## src/rtl/etile_result_dispatcher_if.sv

```systemverilog
// ---------------------------------------------------------------------------
// etile_result_dispatcher_if
// Bundles the three traffic groups of the E-tile result dispatcher:
//   res_*  : result offer from the ALU (valid/ready, data, per-target routing)
//   net_*  : operand-network request channel (req/ack plus payload)
//   wq_*   : register W-queue write channel (req/ack plus payload)
// Modports:
//   master : the tile environment (ALU + networks); drives results and acks
//   slave  : the dispatcher; drives res_ready and both request channels
// ---------------------------------------------------------------------------
interface etile_result_dispatcher_if #(
    parameter int DATA_W      = 32,
    parameter int INSTR_W     = 7,
    parameter int NUM_TARGETS = 4
);
    logic                           res_valid;
    logic                           res_ready;
    logic [DATA_W-1:0]              res_data;
    logic [NUM_TARGETS-1:0]         res_tgt_valid;
    logic [NUM_TARGETS-1:0]         res_tgt_is_wq;
    logic [NUM_TARGETS*INSTR_W-1:0] res_tgt_instr;
    logic [NUM_TARGETS*2-1:0]       res_tgt_slot;

    logic                           net_req;
    logic [DATA_W-1:0]              net_data;
    logic [INSTR_W-1:0]             net_dest_instr;
    logic [1:0]                     net_dest_slot;
    logic [INSTR_W-1:0]             net_src;
    logic                           net_ack;

    logic                           wq_req;
    logic [4:0]                     wq_id;
    logic [DATA_W-1:0]              wq_data;
    logic                           wq_ack;

    modport master (
        output res_valid, res_data, res_tgt_valid, res_tgt_is_wq,
               res_tgt_instr, res_tgt_slot, net_ack, wq_ack,
        input  res_ready, net_req, net_data, net_dest_instr, net_dest_slot,
               net_src, wq_req, wq_id, wq_data
    );

    modport slave (
        input  res_valid, res_data, res_tgt_valid, res_tgt_is_wq,
               res_tgt_instr, res_tgt_slot, net_ack, wq_ack,
        output res_ready, net_req, net_data, net_dest_instr, net_dest_slot,
               net_src, wq_req, wq_id, wq_data
    );
endinterface

```

## src/rtl/etile_result_dispatcher.sv

```systemverilog
// ---------------------------------------------------------------------------
// etile_result_dispatcher
// Buffers fired ALU results in a FIFO and delivers each one to up to
// NUM_TARGETS targets over two concurrent req/ack channels (operand network
// and W queue). Each entry keeps a pending mask; a target's bit clears on
// its handshake and the head retires once the mask is empty. Requests are
// retried until acknowledged. flush discards everything buffered.
// Ports:
//   clk, rst   : clock, synchronous active-high reset
//   flush      : revitalize/squash, clears FIFO and all pending state
//   bus        : result / network / W-queue signals (slave modport)
//   occupancy  : number of buffered results
//   busy       : occupancy != 0
// ---------------------------------------------------------------------------
module etile_result_dispatcher #(
    parameter int DATA_W      = 32,
    parameter int INSTR_W     = 7,
    parameter int NUM_TARGETS = 4,
    parameter int FIFO_DEPTH  = 4,
    parameter int NODE_ID     = 0
) (
    input  logic                        clk,
    input  logic                        rst,
    input  logic                        flush,
    etile_result_dispatcher_if.slave    bus,
    output logic [$clog2(FIFO_DEPTH):0] occupancy,
    output logic                        busy
);
    localparam int PTR_W = $clog2(FIFO_DEPTH);
    localparam int OCC_W = PTR_W + 1;
    localparam int TGT_W = (NUM_TARGETS > 1) ? $clog2(NUM_TARGETS) : 1;
    localparam logic [PTR_W-1:0] PTR_ONE  = PTR_W'(1);
    localparam logic [OCC_W-1:0] OCC_ONE  = OCC_W'(1);
    localparam logic [OCC_W-1:0] OCC_FULL = OCC_W'(FIFO_DEPTH);

    // FIFO storage; only the pending masks need a reset value
    logic [DATA_W-1:0]              data_mem_r  [FIFO_DEPTH];
    logic [NUM_TARGETS-1:0]         wq_mem_r    [FIFO_DEPTH];
    logic [NUM_TARGETS*INSTR_W-1:0] instr_mem_r [FIFO_DEPTH];
    logic [NUM_TARGETS*2-1:0]       slot_mem_r  [FIFO_DEPTH];
    logic [NUM_TARGETS-1:0]         pend_r      [FIFO_DEPTH];

    logic [PTR_W-1:0]       head_r;
    logic [PTR_W-1:0]       tail_r;
    logic [OCC_W-1:0]       occ_r;

    logic                   head_valid_s;
    logic [NUM_TARGETS-1:0] head_pend_s;
    logic [NUM_TARGETS-1:0] head_wq_s;
    logic                   net_found_s;
    logic                   wq_found_s;
    logic [TGT_W-1:0]       net_sel_s;
    logic [TGT_W-1:0]       wq_sel_s;
    logic                   net_fire_s;
    logic                   wq_fire_s;
    logic [NUM_TARGETS-1:0] net_clr_s;
    logic [NUM_TARGETS-1:0] wq_clr_s;
    logic [NUM_TARGETS-1:0] pend_next_s;
    logic                   push_s;
    logic                   pop_s;

    // res_ready depends only on registered occupancy, so a pop cannot make
    // room for a push in the same cycle
    assign bus.res_ready = (occ_r < OCC_FULL);
    assign push_s        = bus.res_valid && bus.res_ready;
    assign occupancy     = occ_r;
    assign busy          = head_valid_s;
    assign bus.net_src   = INSTR_W'(NODE_ID);

    // Head target selection: lowest pending index per channel. Scanning from
    // the top down lets the lowest match be the last one written.
    always_comb begin
        head_valid_s = (occ_r != '0);
        head_pend_s  = head_valid_s ? pend_r[head_r] : '0;
        head_wq_s    = wq_mem_r[head_r];
        net_found_s  = 1'b0;
        wq_found_s   = 1'b0;
        net_sel_s    = '0;
        wq_sel_s     = '0;
        for (int i = NUM_TARGETS - 1; i >= 0; i--) begin
            net_sel_s   = (head_pend_s[i] && !head_wq_s[i]) ? TGT_W'(i) : net_sel_s;
            wq_sel_s    = (head_pend_s[i] &&  head_wq_s[i]) ? TGT_W'(i) : wq_sel_s;
            net_found_s = net_found_s | (head_pend_s[i] & ~head_wq_s[i]);
            wq_found_s  = wq_found_s  | (head_pend_s[i] &  head_wq_s[i]);
        end
    end

    // Request channels: payloads are forced to zero while req is low
    always_comb begin
        bus.net_req = head_valid_s && net_found_s;
        bus.wq_req  = head_valid_s && wq_found_s;
        if (bus.net_req) begin
            bus.net_data       = data_mem_r[head_r];
            bus.net_dest_instr = instr_mem_r[head_r][net_sel_s*INSTR_W +: INSTR_W];
            bus.net_dest_slot  = slot_mem_r[head_r][net_sel_s*2 +: 2];
        end else begin
            bus.net_data       = '0;
            bus.net_dest_instr = '0;
            bus.net_dest_slot  = 2'd0;
        end
        if (bus.wq_req) begin
            bus.wq_data = data_mem_r[head_r];
            bus.wq_id   = instr_mem_r[head_r][wq_sel_s*INSTR_W +: 5];
        end else begin
            bus.wq_data = '0;
            bus.wq_id   = 5'd0;
        end
    end

    // Handshakes clear their target bits; head retires when nothing is left
    always_comb begin
        net_fire_s  = bus.net_req && bus.net_ack;
        wq_fire_s   = bus.wq_req && bus.wq_ack;
        net_clr_s   = net_fire_s ? (NUM_TARGETS'(1) << net_sel_s) : '0;
        wq_clr_s    = wq_fire_s  ? (NUM_TARGETS'(1) << wq_sel_s)  : '0;
        pend_next_s = head_pend_s & ~net_clr_s & ~wq_clr_s;
        pop_s       = head_valid_s && (pend_next_s == '0);
    end

    // Pointers, occupancy and pending masks; reset and flush dominate
    always_ff @(posedge clk) begin
        if (rst || flush) begin
            head_r <= '0;
            tail_r <= '0;
            occ_r  <= '0;
            for (int i = 0; i < FIFO_DEPTH; i++) begin
                pend_r[i] <= '0;
            end
        end else begin
            // head write first: the tail write may only alias it when empty
            if (head_valid_s) begin
                pend_r[head_r] <= pend_next_s;
            end
            if (push_s) begin
                pend_r[tail_r] <= bus.res_tgt_valid;
                tail_r         <= tail_r + PTR_ONE;
            end
            if (pop_s) begin
                head_r <= head_r + PTR_ONE;
            end
            case ({push_s, pop_s})
                2'b10:   occ_r <= occ_r + OCC_ONE;
                2'b01:   occ_r <= occ_r - OCC_ONE;
                default: occ_r <= occ_r;
            endcase
        end
    end

    // Result payload storage, written on an accepted push
    always_ff @(posedge clk) begin
        if (push_s && !rst && !flush) begin
            data_mem_r[tail_r]  <= bus.res_data;
            wq_mem_r[tail_r]    <= bus.res_tgt_is_wq;
            instr_mem_r[tail_r] <= bus.res_tgt_instr;
            slot_mem_r[tail_r]  <= bus.res_tgt_slot;
        end
    end
endmodule

```

## src/flat_wrapper.sv

```systemverilog
// flat-port wrapper written by rule: the top's interface ports become plain ports
module etile_result_dispatcher_flat 
#(
    parameter int DATA_W      = 32,
    parameter int INSTR_W     = 7,
    parameter int NUM_TARGETS = 4,
    parameter int FIFO_DEPTH  = 4,
    parameter int NODE_ID     = 0
)
  (clk, rst, flush, occupancy, busy, bus_res_valid, bus_res_data, bus_res_tgt_valid, bus_res_tgt_is_wq, bus_res_tgt_instr, bus_res_tgt_slot, bus_net_ack, bus_wq_ack, bus_res_ready, bus_net_req, bus_net_data, bus_net_dest_instr, bus_net_dest_slot, bus_net_src, bus_wq_req, bus_wq_id, bus_wq_data);
  etile_result_dispatcher_if #(.DATA_W(DATA_W), .INSTR_W(INSTR_W), .NUM_TARGETS(NUM_TARGETS)) bus_i ();
  input  logic clk;
  input  logic rst;
  input  logic flush;
  output logic [$clog2(FIFO_DEPTH):0] occupancy;
  output logic busy;
  input wire logic [$bits(bus_i.res_valid)-1:0] bus_res_valid;
  input wire logic [$bits(bus_i.res_data)-1:0] bus_res_data;
  input wire logic [$bits(bus_i.res_tgt_valid)-1:0] bus_res_tgt_valid;
  input wire logic [$bits(bus_i.res_tgt_is_wq)-1:0] bus_res_tgt_is_wq;
  input wire logic [$bits(bus_i.res_tgt_instr)-1:0] bus_res_tgt_instr;
  input wire logic [$bits(bus_i.res_tgt_slot)-1:0] bus_res_tgt_slot;
  input wire logic [$bits(bus_i.net_ack)-1:0] bus_net_ack;
  input wire logic [$bits(bus_i.wq_ack)-1:0] bus_wq_ack;
  output wire logic [$bits(bus_i.res_ready)-1:0] bus_res_ready;
  output wire logic [$bits(bus_i.net_req)-1:0] bus_net_req;
  output wire logic [$bits(bus_i.net_data)-1:0] bus_net_data;
  output wire logic [$bits(bus_i.net_dest_instr)-1:0] bus_net_dest_instr;
  output wire logic [$bits(bus_i.net_dest_slot)-1:0] bus_net_dest_slot;
  output wire logic [$bits(bus_i.net_src)-1:0] bus_net_src;
  output wire logic [$bits(bus_i.wq_req)-1:0] bus_wq_req;
  output wire logic [$bits(bus_i.wq_id)-1:0] bus_wq_id;
  output wire logic [$bits(bus_i.wq_data)-1:0] bus_wq_data;
  assign bus_i.res_valid = bus_res_valid;
  assign bus_i.res_data = bus_res_data;
  assign bus_i.res_tgt_valid = bus_res_tgt_valid;
  assign bus_i.res_tgt_is_wq = bus_res_tgt_is_wq;
  assign bus_i.res_tgt_instr = bus_res_tgt_instr;
  assign bus_i.res_tgt_slot = bus_res_tgt_slot;
  assign bus_i.net_ack = bus_net_ack;
  assign bus_i.wq_ack = bus_wq_ack;
  assign bus_res_ready = bus_i.res_ready;
  assign bus_net_req = bus_i.net_req;
  assign bus_net_data = bus_i.net_data;
  assign bus_net_dest_instr = bus_i.net_dest_instr;
  assign bus_net_dest_slot = bus_i.net_dest_slot;
  assign bus_net_src = bus_i.net_src;
  assign bus_wq_req = bus_i.wq_req;
  assign bus_wq_id = bus_i.wq_id;
  assign bus_wq_data = bus_i.wq_data;
  etile_result_dispatcher #(.DATA_W(DATA_W), .INSTR_W(INSTR_W), .NUM_TARGETS(NUM_TARGETS), .FIFO_DEPTH(FIFO_DEPTH), .NODE_ID(NODE_ID)) u_core (.clk(clk), .rst(rst), .flush(flush), .bus(bus_i), .occupancy(occupancy), .busy(busy));
endmodule
```

## config.mk

```make
export PLATFORM = sky130hd
export DESIGN_NAME = etile_result_dispatcher_flat
export DESIGN_NICKNAME = d
export VERILOG_FILES = /design/src/rtl/etile_result_dispatcher_if.sv /design/src/rtl/etile_result_dispatcher.sv /design/src/flat_wrapper.sv
export SDC_FILE = /design/constraint.sdc
export NUM_CORES = 1
export LEC_CHECK = 0
export CAP_MARGIN = 20
export CORE_ASPECT_RATIO = 1.2
export CORE_MARGIN = 4
export CORE_UTILIZATION = 45
export DETAILED_ROUTE_END_ITERATION = 10
export PLACE_DENSITY = 0.7
export SETUP_SLACK_MARGIN = 0.2
export SKIP_LAST_GASP = 1
export SYNTH_ARGS = -nofsm -noshare
export SYNTH_HDL_FRONTEND = slang
export SYNTH_SLANG_ARGS = --single-unit
export TNS_END_PERCENT = 10
```

## constraint.sdc

```tcl
create_clock -name clk -period 4.25 [get_ports clk]
set_input_delay 0.85 -clock clk [delete_from_list [all_inputs] [get_ports clk]]
set_output_delay 0.85 -clock clk [all_outputs]
set_load 0.005 [all_outputs]
```

==> summary.md, run 1 <==
| Metric | Value |
|---|---|
| Final hold vios | `0` |
| First-pass GRT wire length | `between 40 and 50 mm` |
| Syn avg cell area | `~18 sq um` |
| Worst Path Arrival | `between 3000 and 4000 ps` |
| RSZ-0062 raised after global routing | `true` |
| Number of routed nets with antenna violations | `0` |
| Drt drc | `0` |
| Max-cap violations | `0` |
| CTS buffer count | `30` |
| Lkg Pwr | `between 5 and 6 nW` |
| Layout area overhead | `27.4%` |
| Die area | `around 32000 sq um` |
| EDFF count, synth | `304` |
| Initial antenna violation count | `4` |
| DRT iter0 DRCs | `between 500 and 600` |
| Cells after Synth | `712` |
| Design Power | `0.00676 W` |
| Worst hold-check path type | `flip-flop to flip-flop` |
| Height of the die | `about 190 microns` |
| Fin Hold WS | `514 ps` |
| CTS tree | `done` |
| Num rows | `68` |
| GPL Wtd Cong | `0.861` |
| PwrDens | `slightly above 400 nW/um^2` |
| Placed cell count | `between 1000 and 1500` |
| CP max FO | `12` |
| Design area | `16600 sq um` |
| Most frequent cell after synthesis | `edfxtp_1` |
| Total Neg Setup Slack | `0 ps` |
| Number of fill cells in the layout | `approximately 2200` |
| Worst Reg-to-Reg Cells | `13` |
| Synth area leader | `edfxtp_1` |
| CTS max path bufs | `3` |
| Critical Path End | `bus_net_dest_slot[0]` |
| Final Cycle Share | `0.955` |
| Port bufs | `roughly 170` |
| Yosys warning count | `0` |
| Dpl hpwl | `between 15 and 20 mm` |
| Seq/Total Area, Yosys | `0.713` |
| Status | `completed` |
| Ys async rst share | `0` |
| Final cell count without fillers | `about 1300` |
| Vias | `7254` |
| Highest Clock Rate | `about 250 MHz` |
| Worst slew margin | `0.572` |
| Fin nets | `roughly 1000` |
| Slew @ Worst Pin | `around 630 ps` |
| Setup crit end kind | `output pin` |
| Clock transition at the registers of the reported paths | `roughly 60 ps` |
| Share of the synthesized area in the top cell type | `0.699` |
| Reg-to-reg endpoint | `u_core.occupancy[2]` |
| VDD IR-drop max | `around 380 uV` |
| Drt first pass iters | `5` |
| Max-slew violations | `0` |
| Root buf cell | `clkbuf_16` |
| Reg-to-reg setup timing slack | `approximately 550 ps` |
| All-Layer GR Usage | `0.174` |
| Worst Skew | `roughly 8.4 ps` |
| Die X | `163 microns` |
| Io pins | `around 170` |
| Wire length per cell | `approximately 22 microns` |
| Cell Area, Synth | `about 13000 sq um` |
| Top cells by count, synth | `edfxtp_1, mux4_2, and2_1` |
| H-tree levels | `1` |
| WP data required | `~3400 ps` |
| Core area | `roughly 29000 sq um` |
| Crit path launch type | `flip-flop` |
| DP Area | `between 15000 and 20000 sq um` |
| # clock sinks | `about 310` |
| Initial Util | `0.455` |
| Seq cells post-synth | `about 310` |
| Via density | `5.46` |
| WL final | `28.8 mm` |
| Post-synthesis cell type count | `between 50 and 60` |
| Most used DFF post-synth | `edfxtp_1` |
| Final worst path period need | `a little over 4000 ps` |
| Cells taking the most area after synthesis | `edfxtp_1, mux4_2, and2_1` |
| Grt ovf | `0` |
| Final setup fails | `0` |
| Share of cells above drive strength 1 | `0.222` |
| Clock Latency Late Sink | `around 550 ps` |
| Largest net degree at the start of global routing | `57` |
| Critical path type | `flip-flop to output pin` |
| Number of global-route vias before repair | `roughly 7200` |
critical path: stages, from the launching register on:
cell             delay (ps)
dfxtp_4                 420
mux2_2                  340
or4_1                   450
a21oi_4                 220
o21ai_4                 110
buf_12                  170
mux2i_1                 130
a211oi_2                270
clkdlybuf4s50_1         550
metal layers:
metal	wire, microns	up-vias	track usage
li1	-	3275	-
met1	11200	3669	0.227
met2	15100	272	0.304
met3	1830	38	0.0297
met4	667	0	0.0463
met5	0	-	0
layout make-up:
type                            instances  area, sq um  share of cell area
Sequential cell                       313         9320               0.560
Multi-Input combinational cell        346         3600               0.217
Timing Repair Buffer                  213         2180               0.131
Clock buffer                           31          754              0.0454
Tap cell                              385          482              0.0290
Clock inverter                         25          230              0.0138
Inverter                               13         48.8             0.00293
Antenna cell                            3         7.51            0.000451
placed cells by master (no fill, tap or decap), types with 6 or more instances in the layout:
cell               n
edfxtp_1         304
clkdlybuf4s50_1  161
mux4_2            78
and2_1            64
clkbuf_16         34
buf_4             32
nand2_1           23
nor2_1            22
nor3_1            15
inv_1             12
o21ai_0           11
mux2i_1           10
a22o_1             9
o21ai_1            8
a21oi_1            7
conb_1             7
clkinv_1           7
nor2b_1            6
a211oi_2           6
clkinv_2           6
buf_12             6
cells by family after synthesis:
logic type	count (synthesis)	share of synthesized area
AO/OA/AOI/OAI	75	0.0422
XOR/XNOR	3	0.00201
buffers and inverters	59	0.0217
AND/OR/NAND/NOR	162	0.0680
adder cells (fa/ha/maj)	6	0.00632
other	1	0.000287
multiplexers	93	0.147
flip-flops	313	0.713
metrics by stage:
| step | setup WS, ps | util |
|---|---|---|
| 2_1_floorplan | 24.4 | - |
| 3_3_place_gp | 282 | 0.531 |
| 3_5_place_dp | 347 | 0.531 |
| 4_1_cts | 131 | 0.570 |
| 5_1_grt | 84.5 | 0.580 |
| 6_report | 192 | 0.580 |
flip-flops by register name, indices dropped and copies added, names as in the netlist, named ones only:
register and cells:
u_core.data_mem_r 128, u_core.head_r 2, u_core.instr_mem_r 112, u_core.occupancy 3
u_core.pend_r 16, u_core.slot_mem_r 32, u_core.tail_r 2, u_core.wq_mem_r 16
how the worst min path moves through the flow:
stage,startpoint,end,slack (ps),cells after the start
5_1_grt,u_core.occupancy[2],u_core.occupancy[2],530,2
2_1_floorplan,u_core.head_r[1],flip-flop,500,2
3_5_place_dp,u_core.occupancy[2],u_core.occupancy[2],540,2
6_report,u_core.occupancy[2],u_core.occupancy[2],510,2
3_3_place_gp,u_core.occupancy[2],u_core.occupancy[2],530,2
4_1_cts,u_core.occupancy[2],u_core.occupancy[2],510,2
power breakdown:
part / switching, W / total (W) / internal, W / leakage, nW
sequential: 0.0000242 / 0.00346 / 0.00343 / 2.86
clock: 0.00111 / 0.00260 / 0.00148 / 0.480
combinational: 0.000328 / 0.000704 / 0.000376 / 2.01
total: 0.00147 / 0.00676 / 0.00529 / 5.35
repair_timing:
| item | in CTS | in global routing |
|---|---|---|
| endpoints found under the setup margin | 53 | 74 |
| hold buffers | 0 | 0 |
| cloned | 0 | 4 |
| buffers inserted | 7 | 15 |
| pin swaps | 2 | 4 |
| gates resized for setup | 23 | 17 |
No activity file was read; power rests on OpenSTA's default activity.
==> inputs of run 2 (changes only) <==
Settings changed: ABC_CLOCK_PERIOD_IN_PS from default to 4250, CORE_UTILIZATION 45 to 40, PLACE_DENSITY 0.7 to default.
==> run 2 against run 1 <==
  * Register-to-register slack lost 80 ps
  * First-iteration DRC count increased by 10%
  * Global-route usage fell by 1.2 points
  * Highest routed layer is now met5
  * Core utilization shrank 6.1 points
  * Largest power group unchanged
  * Routed wire length is 2.5% higher
==> summary.md, run 2 (same netlist as run 1, synthesis figures left out) <==
| Metric | Value |
|---|---|
| Lkg Pwr | `approximately 5.4 nW` |
| Drt first pass iters | `5` |
| Final hold vios | `0` |
| Via density | `roughly 5.4` |
| Grt ovf | `0` |
| PwrDens | `between 400 and 500 nW/um^2` |
| CP cell instances | `buf_4 > mux4_2 > nor2b_1 > o21ai_2 > buf_4 > or2_4 > a211oi_4 > clkdlybuf4s50_1` |
| Io pins | `between 150 and 200` |
| Design area | `between 15000 and 20000 sq um` |
| CTS tree | `done` |
| Dpl hpwl | `around 19 mm` |
| CTS max path bufs | `3` |
| Largest register FFs | `between 100 and 150` |
| First-pass GRT wire length | `44.7 mm` |
| Height of the die | `206 microns` |
| # clock sinks | `313` |
| Commonest non-fill, non-tap cells in the layout | `edfxtp_1, clkdlybuf4s50_1, mux4_2` |
| Final setup fails | `0` |
| Wire length per cell | `approximately 22 microns` |
| DRT iter0 DRCs | `between 500 and 600` |
| Most used cell, CP | `buf_4` |
| Largest regs | `u_core.data_mem_r (128), u_core.instr_mem_r (112), u_core.slot_mem_r (32)` |
| Placed cell count | `between 1000 and 1500` |
| Critical path's slowest cell | `clkdlybuf4s50_1` |
| Worst hold-check path type | `flip-flop to flip-flop` |
| H-tree levels | `2` |
| Initial antenna violation count | `4` |
| Final worst path period need | `4020 ps` |
| WP data required | `3400 ps` |
| Worst slew margin | `0.574` |
| Worst Skew | `~19 ps` |
| GPL Wtd Cong | `0.815` |
| Initial Util | `0.405` |
| WP buf/inv | `3` |
| Setup crit end kind | `output pin` |
| Clock transition at the registers of the reported paths | `approximately 60 ps` |
| Number of global-route vias before repair | `roughly 7400` |
| Layout area overhead | `28.2%` |
| Number of routed nets with antenna violations | `0` |
| Max-cap violations | `0` |
| Port bufs | `166` |
| Final Cycle Share | `0.946` |
| Total Neg Setup Slack | `0 ps` |
| Root buf cell | `clkbuf_16` |
| Top reg by flops | `u_core.data_mem_r` |
| Status | `completed` |
| Die area | `roughly 36000 sq um` |
| Commonest non-fill, non-tap cell in the layout | `edfxtp_1` |
| RSZ-0062 raised after global routing | `true` |
| Crit path launch type | `flip-flop` |
| Fin nets | `~1000` |
| Max-slew violations | `0` |
| DP Area | `roughly 15000 sq um` |
| Clock Latency Late Sink | `~500 ps` |
| Top delay family on crit path | `buffers and inverters` |
| Largest net degree at the start of global routing | `40` |
| Highest Clock Rate | `249 MHz` |
| Number of fill cells in the layout | `roughly 2600` |
| All-Layer GR Usage | `0.162` |
| Slew @ Worst Pin | `around 630 ps` |
| Crit-path max cell delay | `between 500 and 600 ps` |
| Num rows | `72` |
| Final cell count without fillers | `around 1300` |
| CTS buffer count | `34` |
| Critical path type | `flip-flop to output pin` |
| Share of cells above drive strength 1 | `0.221` |
| Core area | `between 30000 and 40000 sq um` |
| Design Power | `just over 0.007 W` |
| WL final | `29.5 mm` |
| VDD IR-drop max | `approximately 350 uV` |
| Vias | `7220` |
| Drt drc | `0` |
| Finished Core Util | `0.519` |
| Worst Path Arrival | `about 3200 ps` |
| Die X | `173 microns` |
| CP max FO | `6` |
==> run 2: final timing paths <==
kind / start / slack, ps / cells past startpoint / endpoint
max: u_core.wq_mem_r[0][3] / 230 / 8 / bus_net_dest_instr[2]
min: u_core.occupancy[2] / 540 / 2 / u_core.occupancy[2]
max reg2reg: flip-flop / 470 / 13 / u_core.occupancy[2]
min reg2reg: u_core.occupancy[2] / 540 / 2 / u_core.occupancy[2]
==> run 2: area by class of cell <==
class,instances,area (sq um),share of cell area
Sequential cell,313,9320,0.557
Multi-Input combinational cell,347,3620,0.216
Timing Repair Buffer,206,2070,0.124
Clock buffer,40,895,0.0534
Tap cell,407,509,0.0304
Clock inverter,19,269,0.0161
Inverter,13,51.3,0.00306
Antenna cell,1,2.50,0.000149
==> run 2: report_power, final <==
part | internal (W) | switching, W | leakage, nW | total (W)
sequential | 0.00343 | 0.0000262 | 2.86 | 0.00346
clock | 0.00193 | 0.00114 | 0.566 | 0.00307
combinational | 0.000358 | 0.000316 | 1.96 | 0.000674
==> run 2: stage by stage <==
stage | setup slack, ps | hold WS [ps]
detailed placement | 356 | 539
CTS | 201 | 521
global placement | 329 | 525
floorplan | 24.4 | 498
global route | 147 | 557
finish | 230 | 540
==> run 2: worst register-to-register path, cell delays in order, from the launching register on <==
cell and delay [ps]:
dfxtp_4 400, buf_4 170, buf_4 120, mux4_2 520, nand2b_1 250, or3_4 440, o2111ai_4 320, and3_4 270
ha_1 180, inv_1 60, fa_1 370, xor2_1 160, or3_1 300, a21oi_1 140
==> run 2: layer usage <==
metal	share of wire	vias up	routed length [microns]	global-route usage
met5	0.0012	-	34	0
met3	0.061	36	1810	0.0333
met4	0.019	4	565	0.0422
met1	0.41	3686	12000	0.214
met2	0.51	235	15100	0.279
li1	-	3259	-	-
==> run 2: repair_timing <==
item	4_1_cts	5_1_grt
resized for setup	34	9
cloned	1	0
endpoints found under the setup margin	66	40
buffers inserted	11	6
pin swaps	5	5
hold buffers	0	0
==> inputs of run 3 (changes only) <==
Settings changed: HOLD_SLACK_MARGIN from default to 0.06.
==> results of run 3 <==
Final layout, timing and power as in run 2 (identical DEF).
